[src/rtl/aes_pkg.sv]
// Shared key-loader definitions: key-size codes, words-per-key, FSM encoding
// and the one-hot key-length flag payload.
package aes_pkg;

    localparam int unsigned WORD_W = 32;
    localparam int unsigned KEY_W  = 256;
    localparam int unsigned KS_W   = 2;
    localparam int unsigned WCNT_W = 4;
    localparam int unsigned SLOT_W = 3;
    localparam int unsigned NSLOTS = KEY_W / WORD_W;

    localparam logic [KS_W-1:0] KS_128 = 2'b00;
    localparam logic [KS_W-1:0] KS_192 = 2'b01;
    localparam logic [KS_W-1:0] KS_256 = 2'b10;
    localparam logic [KS_W-1:0] KS_ILL = 2'b11;

    localparam int unsigned NW_128 = 4;
    localparam int unsigned NW_192 = 6;
    localparam int unsigned NW_256 = 8;

    typedef enum logic [2:0] {
        ST_IDLE,
        ST_LOAD,
        ST_START,
        ST_WAIT_ACK,
        ST_EXPAND,
        ST_READY
    } kl_state_e;

    typedef struct packed {
        logic len256;
        logic len192;
        logic len128;
    } klen_t;

    // Number of 32-bit words making up a key of the given size code.
    function automatic logic [WCNT_W-1:0] ks_words(input logic [KS_W-1:0] ks);
        case (ks)
            KS_128:  ks_words = WCNT_W'(NW_128);
            KS_192:  ks_words = WCNT_W'(NW_192);
            KS_256:  ks_words = WCNT_W'(NW_256);
            default: ks_words = '0;
        endcase
    endfunction

    function automatic klen_t ks_flags(input logic [KS_W-1:0] ks);
        klen_t f;
        f        = '0;
        f.len128 = (ks == KS_128);
        f.len192 = (ks == KS_192);
        f.len256 = (ks == KS_256);
        return f;
    endfunction

endpackage

[src/rtl/key_loader.sv]
// Collects a 128/192/256-bit cipher key as 32-bit words, starts key expansion
// and tracks the repository handshake until round keys are available.
module key_loader
    import aes_pkg::*;
#(
    parameter int unsigned ACK_TIMEOUT = 8,
    parameter int unsigned CNT_W       = 4
) (
    input  logic              mclk,
    input  logic              arst,
    input  logic              key_wr_valid,
    output logic              key_wr_ready,
    input  logic [WORD_W-1:0] key_wr_data,
    input  logic [KS_W-1:0]   key_size,
    output logic [0:KEY_W-1]  cipherkey,
    output logic              keylength128,
    output logic              keylength192,
    output logic              keylength256,
    output logic              start_exp,
    input  logic              busy_exp,
    output logic              key_valid,
    output logic              key_err
);

    kl_state_e          r_state;
    kl_state_e          w_next_state;

    logic [0:KEY_W-1]   r_key;
    klen_t              r_flags;
    logic [WCNT_W-1:0]  r_nwords;
    logic [WCNT_W-1:0]  r_wcnt;
    logic [CNT_W-1:0]   r_tcnt;
    logic               r_ready;
    logic               r_start;
    logic               r_valid;
    logic               r_err;

    logic               w_accept;
    logic               w_legal;
    logic               w_first_load;
    logic               w_load_word;
    logic               w_err_set;
    logic               w_valid_next;
    logic               w_ready_next;
    logic               w_tcnt_clr;
    logic               w_tcnt_step;
    logic [WCNT_W-1:0]  w_wcnt_inc;
    logic [CNT_W-1:0]   w_tcnt_inc;
    logic [SLOT_W-1:0]  w_slot;

    assign w_accept   = key_wr_valid & r_ready;
    assign w_legal    = (key_size != KS_ILL);
    assign w_slot     = r_wcnt[SLOT_W-1:0];

    // Both counters saturate rather than wrap.
    assign w_wcnt_inc = (r_wcnt == '1) ? r_wcnt : r_wcnt + WCNT_W'(1);
    assign w_tcnt_inc = (r_tcnt == '1) ? r_tcnt : r_tcnt + CNT_W'(1);

    // Next-state and datapath control decode.
    always_comb begin
        w_next_state = r_state;
        w_first_load = 1'b0;
        w_load_word  = 1'b0;
        w_err_set    = 1'b0;
        w_valid_next = r_valid;
        w_tcnt_clr   = 1'b0;
        w_tcnt_step  = 1'b0;

        case (r_state)
            ST_IDLE, ST_READY: begin
                if (w_accept) begin
                    if (w_legal) begin
                        w_first_load = 1'b1;
                        w_valid_next = 1'b0;
                        w_next_state = ST_LOAD;
                    end else begin
                        w_err_set    = 1'b1;
                    end
                end
            end
            ST_LOAD: begin
                if (w_accept) begin
                    w_load_word = 1'b1;
                    if (w_wcnt_inc == r_nwords) begin
                        w_next_state = ST_START;
                    end
                end
            end
            ST_START: begin
                w_tcnt_clr   = 1'b1;
                w_next_state = ST_WAIT_ACK;
            end
            ST_WAIT_ACK: begin
                if (busy_exp) begin
                    w_next_state = ST_EXPAND;
                end else if (w_tcnt_inc == CNT_W'(ACK_TIMEOUT)) begin
                    w_err_set    = 1'b1;
                    w_valid_next = 1'b0;
                    w_next_state = ST_IDLE;
                end else begin
                    w_tcnt_step  = 1'b1;
                end
            end
            ST_EXPAND: begin
                if (!busy_exp) begin
                    w_valid_next = 1'b1;
                    w_next_state = ST_READY;
                end
            end
            default: begin
                w_valid_next = 1'b0;
                w_next_state = ST_IDLE;
            end
        endcase
    end

    assign w_ready_next = (w_next_state == ST_IDLE) ||
                          (w_next_state == ST_LOAD) ||
                          (w_next_state == ST_READY);

    always_ff @(posedge mclk or posedge arst) begin
        if (arst) begin
            r_state <= ST_IDLE;
        end else begin
            r_state <= w_next_state;
        end
    end

    // Key assembly: a new load clears every slot so no bits of an older key survive.
    always_ff @(posedge mclk or posedge arst) begin
        if (arst) begin
            r_key    <= '0;
            r_flags  <= '0;
            r_nwords <= '0;
            r_wcnt   <= '0;
        end else if (w_first_load) begin
            r_key    <= {key_wr_data, (KEY_W-WORD_W)'(0)};
            r_flags  <= ks_flags(key_size);
            r_nwords <= ks_words(key_size);
            r_wcnt   <= WCNT_W'(1);
        end else if (w_load_word) begin
            for (int s = 0; s < NSLOTS; s++) begin
                if (w_slot == SLOT_W'(s)) begin
                    r_key[s*WORD_W +: WORD_W] <= key_wr_data;
                end
            end
            r_wcnt <= w_wcnt_inc;
        end
    end

    always_ff @(posedge mclk or posedge arst) begin
        if (arst) begin
            r_tcnt <= '0;
        end else if (w_tcnt_clr) begin
            r_tcnt <= '0;
        end else if (w_tcnt_step) begin
            r_tcnt <= w_tcnt_inc;
        end
    end

    // Handshake outputs are registered copies of the next-state decode.
    always_ff @(posedge mclk or posedge arst) begin
        if (arst) begin
            r_ready <= 1'b1;
            r_start <= 1'b0;
            r_valid <= 1'b0;
            r_err   <= 1'b0;
        end else begin
            r_ready <= w_ready_next;
            r_start <= (w_next_state == ST_START);
            r_valid <= w_valid_next;
            r_err   <= w_err_set;
        end
    end

    assign key_wr_ready = r_ready;
    assign cipherkey    = r_key;
    assign keylength128 = r_flags.len128;
    assign keylength192 = r_flags.len192;
    assign keylength256 = r_flags.len256;
    assign start_exp    = r_start;
    assign key_valid    = r_valid;
    assign key_err      = r_err;

endmodule

[config.mk]
export PLATFORM = sky130hd
export DESIGN_NAME = key_loader
export DESIGN_NICKNAME = d
export VERILOG_FILES = /design/src/rtl/aes_pkg.sv /design/src/rtl/key_loader.sv
export SDC_FILE = /design/constraint.sdc
export NUM_CORES = 1
export LEC_CHECK = 0
export CORE_ASPECT_RATIO = 1.2
export CORE_MARGIN = 3
export CORE_UTILIZATION = 29
export DETAILED_ROUTE_END_ITERATION = 7
export PLACE_DENSITY = 0.53
export SLEW_MARGIN = 20
export SYNTH_ARGS = -nofsm -noshare
export SYNTH_HDL_FRONTEND = slang
export SYNTH_SLANG_ARGS = --single-unit
[constraint.sdc]
create_clock -name mclk -period 16 [get_ports mclk]
set_clock_uncertainty 0.05 [all_clocks]
set_input_delay 3.2 -clock mclk [delete_from_list [all_inputs] [get_ports mclk]]
set_output_delay 3.2 -clock mclk [all_outputs]
set_load 0.02 [all_outputs]
==> results.ini <==
[cells_and_area]
final_nets = 1487
final_cells = 1989
multi_input_area_um2 = 4120
seqCellArea_um2 = 6880
final_util_pct = 40.3
drive_above_1_share_pct = 10.9
diodes = 0
area_growth_pct = 35.6
n_fill_cell = 3929

[yosys]
yosysSeqAreaShare_pct = 59.0
ys_types = 50
synth_area_per_cell_um2 = 9.63
netlist_area_um2 = 11700
synth_nets = 1256
ys_warn_count = 0
ys_seq_elements = 275
synthCells = 1211

[setup_path]
worstPathMaxFanout = 93
cp.required_ns = 16.33
cp_slowest_stage_delay_ns = 0.91
path_cells = clkdlybuf4s50_1, nand2_1, a21oi_2, and3_4, buf_4, a21oi_1
cp-end-kind = flop
worstPathArrival_ns = 5.89
slowest_stage = buf_4
path_class = in2reg
critPathLaunchType = input port

[power]
power.density_nw_per_um2 = 202
ir_drop_mv = 0.101
cellLeakagePower_nw = 6.52

[drt]
wire_per_inst_um = 20.5
wirelength_met1_um = 16800
wl_met3_um = 2220
drt-initial-drc-count = 523
routed_via_density = 4.68
drt_wl_total_um = 40700
drc_errors = 0
dr.max_layer_used = met4
wl_met2_um = 20000
via_count = 9313
firstDrtPassIters = 7
ant_nets = 0

[clock_network]
cts_resized = 0
cts_hold_buf = 0
htreeDepth = 1
cts_setup_buffers = 0
cts_sinks = 275
clock_path_buffers = 3
clk_latency_ns = 0.56
ctsRootBufferMaster = clkbuf_16
cts_tree = built
cts.clk_slew.worst_paths_ns = 0.06
cts_inserted_buffers = 30

[placed_design]
numPortBuffers = 300
hpwlAfterDp_um = 26600
dp.cells = 1935
gp_congestion = 0.807

[sta]
min_period_ns = 5.56
max_freq_mhz = 180
worstMarginPinSlew_ns = 1.10
hold_viol = 0
setup_viol = 0
post-route-period-util_pct = 34.7
slew_viol_final = 0
tns_ns = 0
rsz0062_at_grt = no
maxSlewHeadroom_pct = 26.5

[global_route]
grt_pass1_vias = 9366
antenna_found_initial = 0
grt_usage_pct = 18.7
grt_pass1_wl_um = 61400
grt-ovfl-total = 0
grt_max_degree = 140

[run]
drv_cap = 0

[hold_path]
hp-class = reg2reg

[floorplanning]
io_pins = 301
die_h_um = 226
core-area_um2 = 39200
die_area_um2 = 42700
rows = 79
die_w_um = 189
initial_core_util_pct = 29.7

[status]
status = finished, final reports clean

-- power breakdown --
group          switching (W)  internal, W  leakage [nW]
registers           0.000152     0.000939          3.69
clock network       0.000286     0.000416         0.495
logic               0.000797     0.000601          2.33
-- placed cells by master, fill, tap and decap left out, types with 3 or more instances in the layout --
| master | n |
|---|---|
| inv_1 | 7 |
| mux2i_1 | 3 |
| xnor2_1 | 5 |
| dfrtp_1 | 274 |
| and3_1 | 3 |
| nand2_1 | 431 |
| nor2b_1 | 5 |
| a21oi_1 | 202 |
| nand3_1 | 5 |
| clkdlybuf4s50_1 | 300 |
| o21ai_0 | 4 |
| and2_1 | 3 |
| clkbuf_8 | 7 |
| nor2_1 | 10 |
| a21oi_2 | 31 |
| nand2_2 | 31 |
| mux2_2 | 24 |
| buf_4 | 11 |
| clkbuf_16 | 31 |
| mux2_1 | 8 |
| nand3_2 | 3 |
| nor3_1 | 5 |
| clkbuf_1 | 6 |
| ha_1 | 7 |
| clkinv_2 | 7 |
-- worst max-delay path, delay by kind of cell --
family / cells / cell delay, ns
AO/OA/AOI/OAI: 2 / 0.42
buffers and inverters: 2 / 1.37
AND/OR/NAND/NOR: 2 / 0.81
-- cells in the mapped netlist (all sizes together) --
master,count,area (µm²)
nand2,463,1820
dfrtp,274,6860
a21oi,233,1280
buf,83,537
mux2,32,360
clkbuf,31,116
nor2,11,48.8
inv,8,30.0
nand3,8,40.0
ha,7,87.6
nor3,6,41.3
and3,5,31.3
nor2b,5,31.3
xnor2,5,43.8
and2,4,27.5
o21ai,4,20.0
mux2i,3,30.0
a21o,2,15.0
a22o,2,17.5
a311oi,2,17.5
nand2b,2,12.5
nand4,2,12.5
o221ai,2,17.5
o32ai,2,17.5
or3b,2,20.0
a211oi,1,7.51
a311o,1,10.0
a31oi,1,6.26
a32o,1,10.0
dfstp,1,26.3
nand3b,1,7.51
nand4b,1,8.76
nor3b,1,7.51
nor4,1,12.5
o211ai,1,7.51
o32a,1,10.0
or3,1,6.26
xor2,1,8.76
-- cell families after synthesis --
family | Yosys count | share of synthesized area [%]
buf+inv | 122 | 5.86
flops | 275 | 59.0
simple gates | 513 | 18.2
xor+xnor | 6 | 0.451
fa+ha+maj | 7 | 0.751
compound gates | 253 | 12.3
mux | 35 | 3.35
-- path summary, 6_finish.rpt --
kind / startpoint / to / slack, ns / cells after the start
max: key_wr_valid / cipherkey[108]$_DFFE_PP0P_ / 10.44 / 6
min: cipherkey[29]$_DFFE_PP0P_ / cipherkey[29]$_DFFE_PP0P_ / 0.44 / 1
max reg2reg: key_wr_ready$_DFF_PP1_ / cipherkey[108]$_DFFE_PP0P_ / 13.03 / 5
min reg2reg: cipherkey[29]$_DFFE_PP0P_ / cipherkey[29]$_DFFE_PP0P_ / 0.44 / 1
max in group asynchronous: arst / cipherkey[12]$_DFFE_PP0P_ / 11.08 / 4
min in group asynchronous: arst / cipherkey[131]$_DFFE_PP0P_ / 3.02 / 2
-- layout make-up --
| cell class | count | share of cell area (%) |
|---|---|---|
| clock buffers | 44 | 5.66 |
| multi-input cells | 814 | 26.1 |
| clock inverters | 9 | 0.601 |
| repair buffers | 313 | 19.8 |
| flip-flops and latches | 275 | 43.5 |
| inverters | 8 | 0.237 |
| well taps | 526 | 4.16 |
-- metrics by stage --
stage | cell area, µm² | setup slack [ns] | hold slack (ns) | power, W
6_report | 15800 | 10.44 | 0.437 | 0.00319
5_1_grt | 15800 | 10.26 | 0.453 | 0.00337
4_1_cts | 15800 | 10.47 | 0.440 | 0.00323
3_5_place_dp | 14800 | 9.87 | 0.425 | 0.00252
3_3_place_gp | 14800 | 9.92 | 0.418 | 0.00250
2_1_floorplan | 11700 | 5.17 | 0.437 | 0.00186
-- registers in the layout, indices dropped and copies added, names as in the netlist --
register,count
start_exp,1
key_wr_ready,1
keylength128,1
r_tcnt,4
r_wcnt,4
r_state,3
r_nwords,3
key_valid,1
cipherkey,256
key_err,1
-- metal layers --
| layer | track usage, % | up-vias |
|---|---|---|
| li1 | - | 4379 |
| met5 | 0 | - |
| met1 | 23.8 | 4559 |
| met4 | 7.74 | 0 |
| met3 | 3.07 | 64 |
| met2 | 31.8 | 311 |
Power figures use the tool's default switching activity.
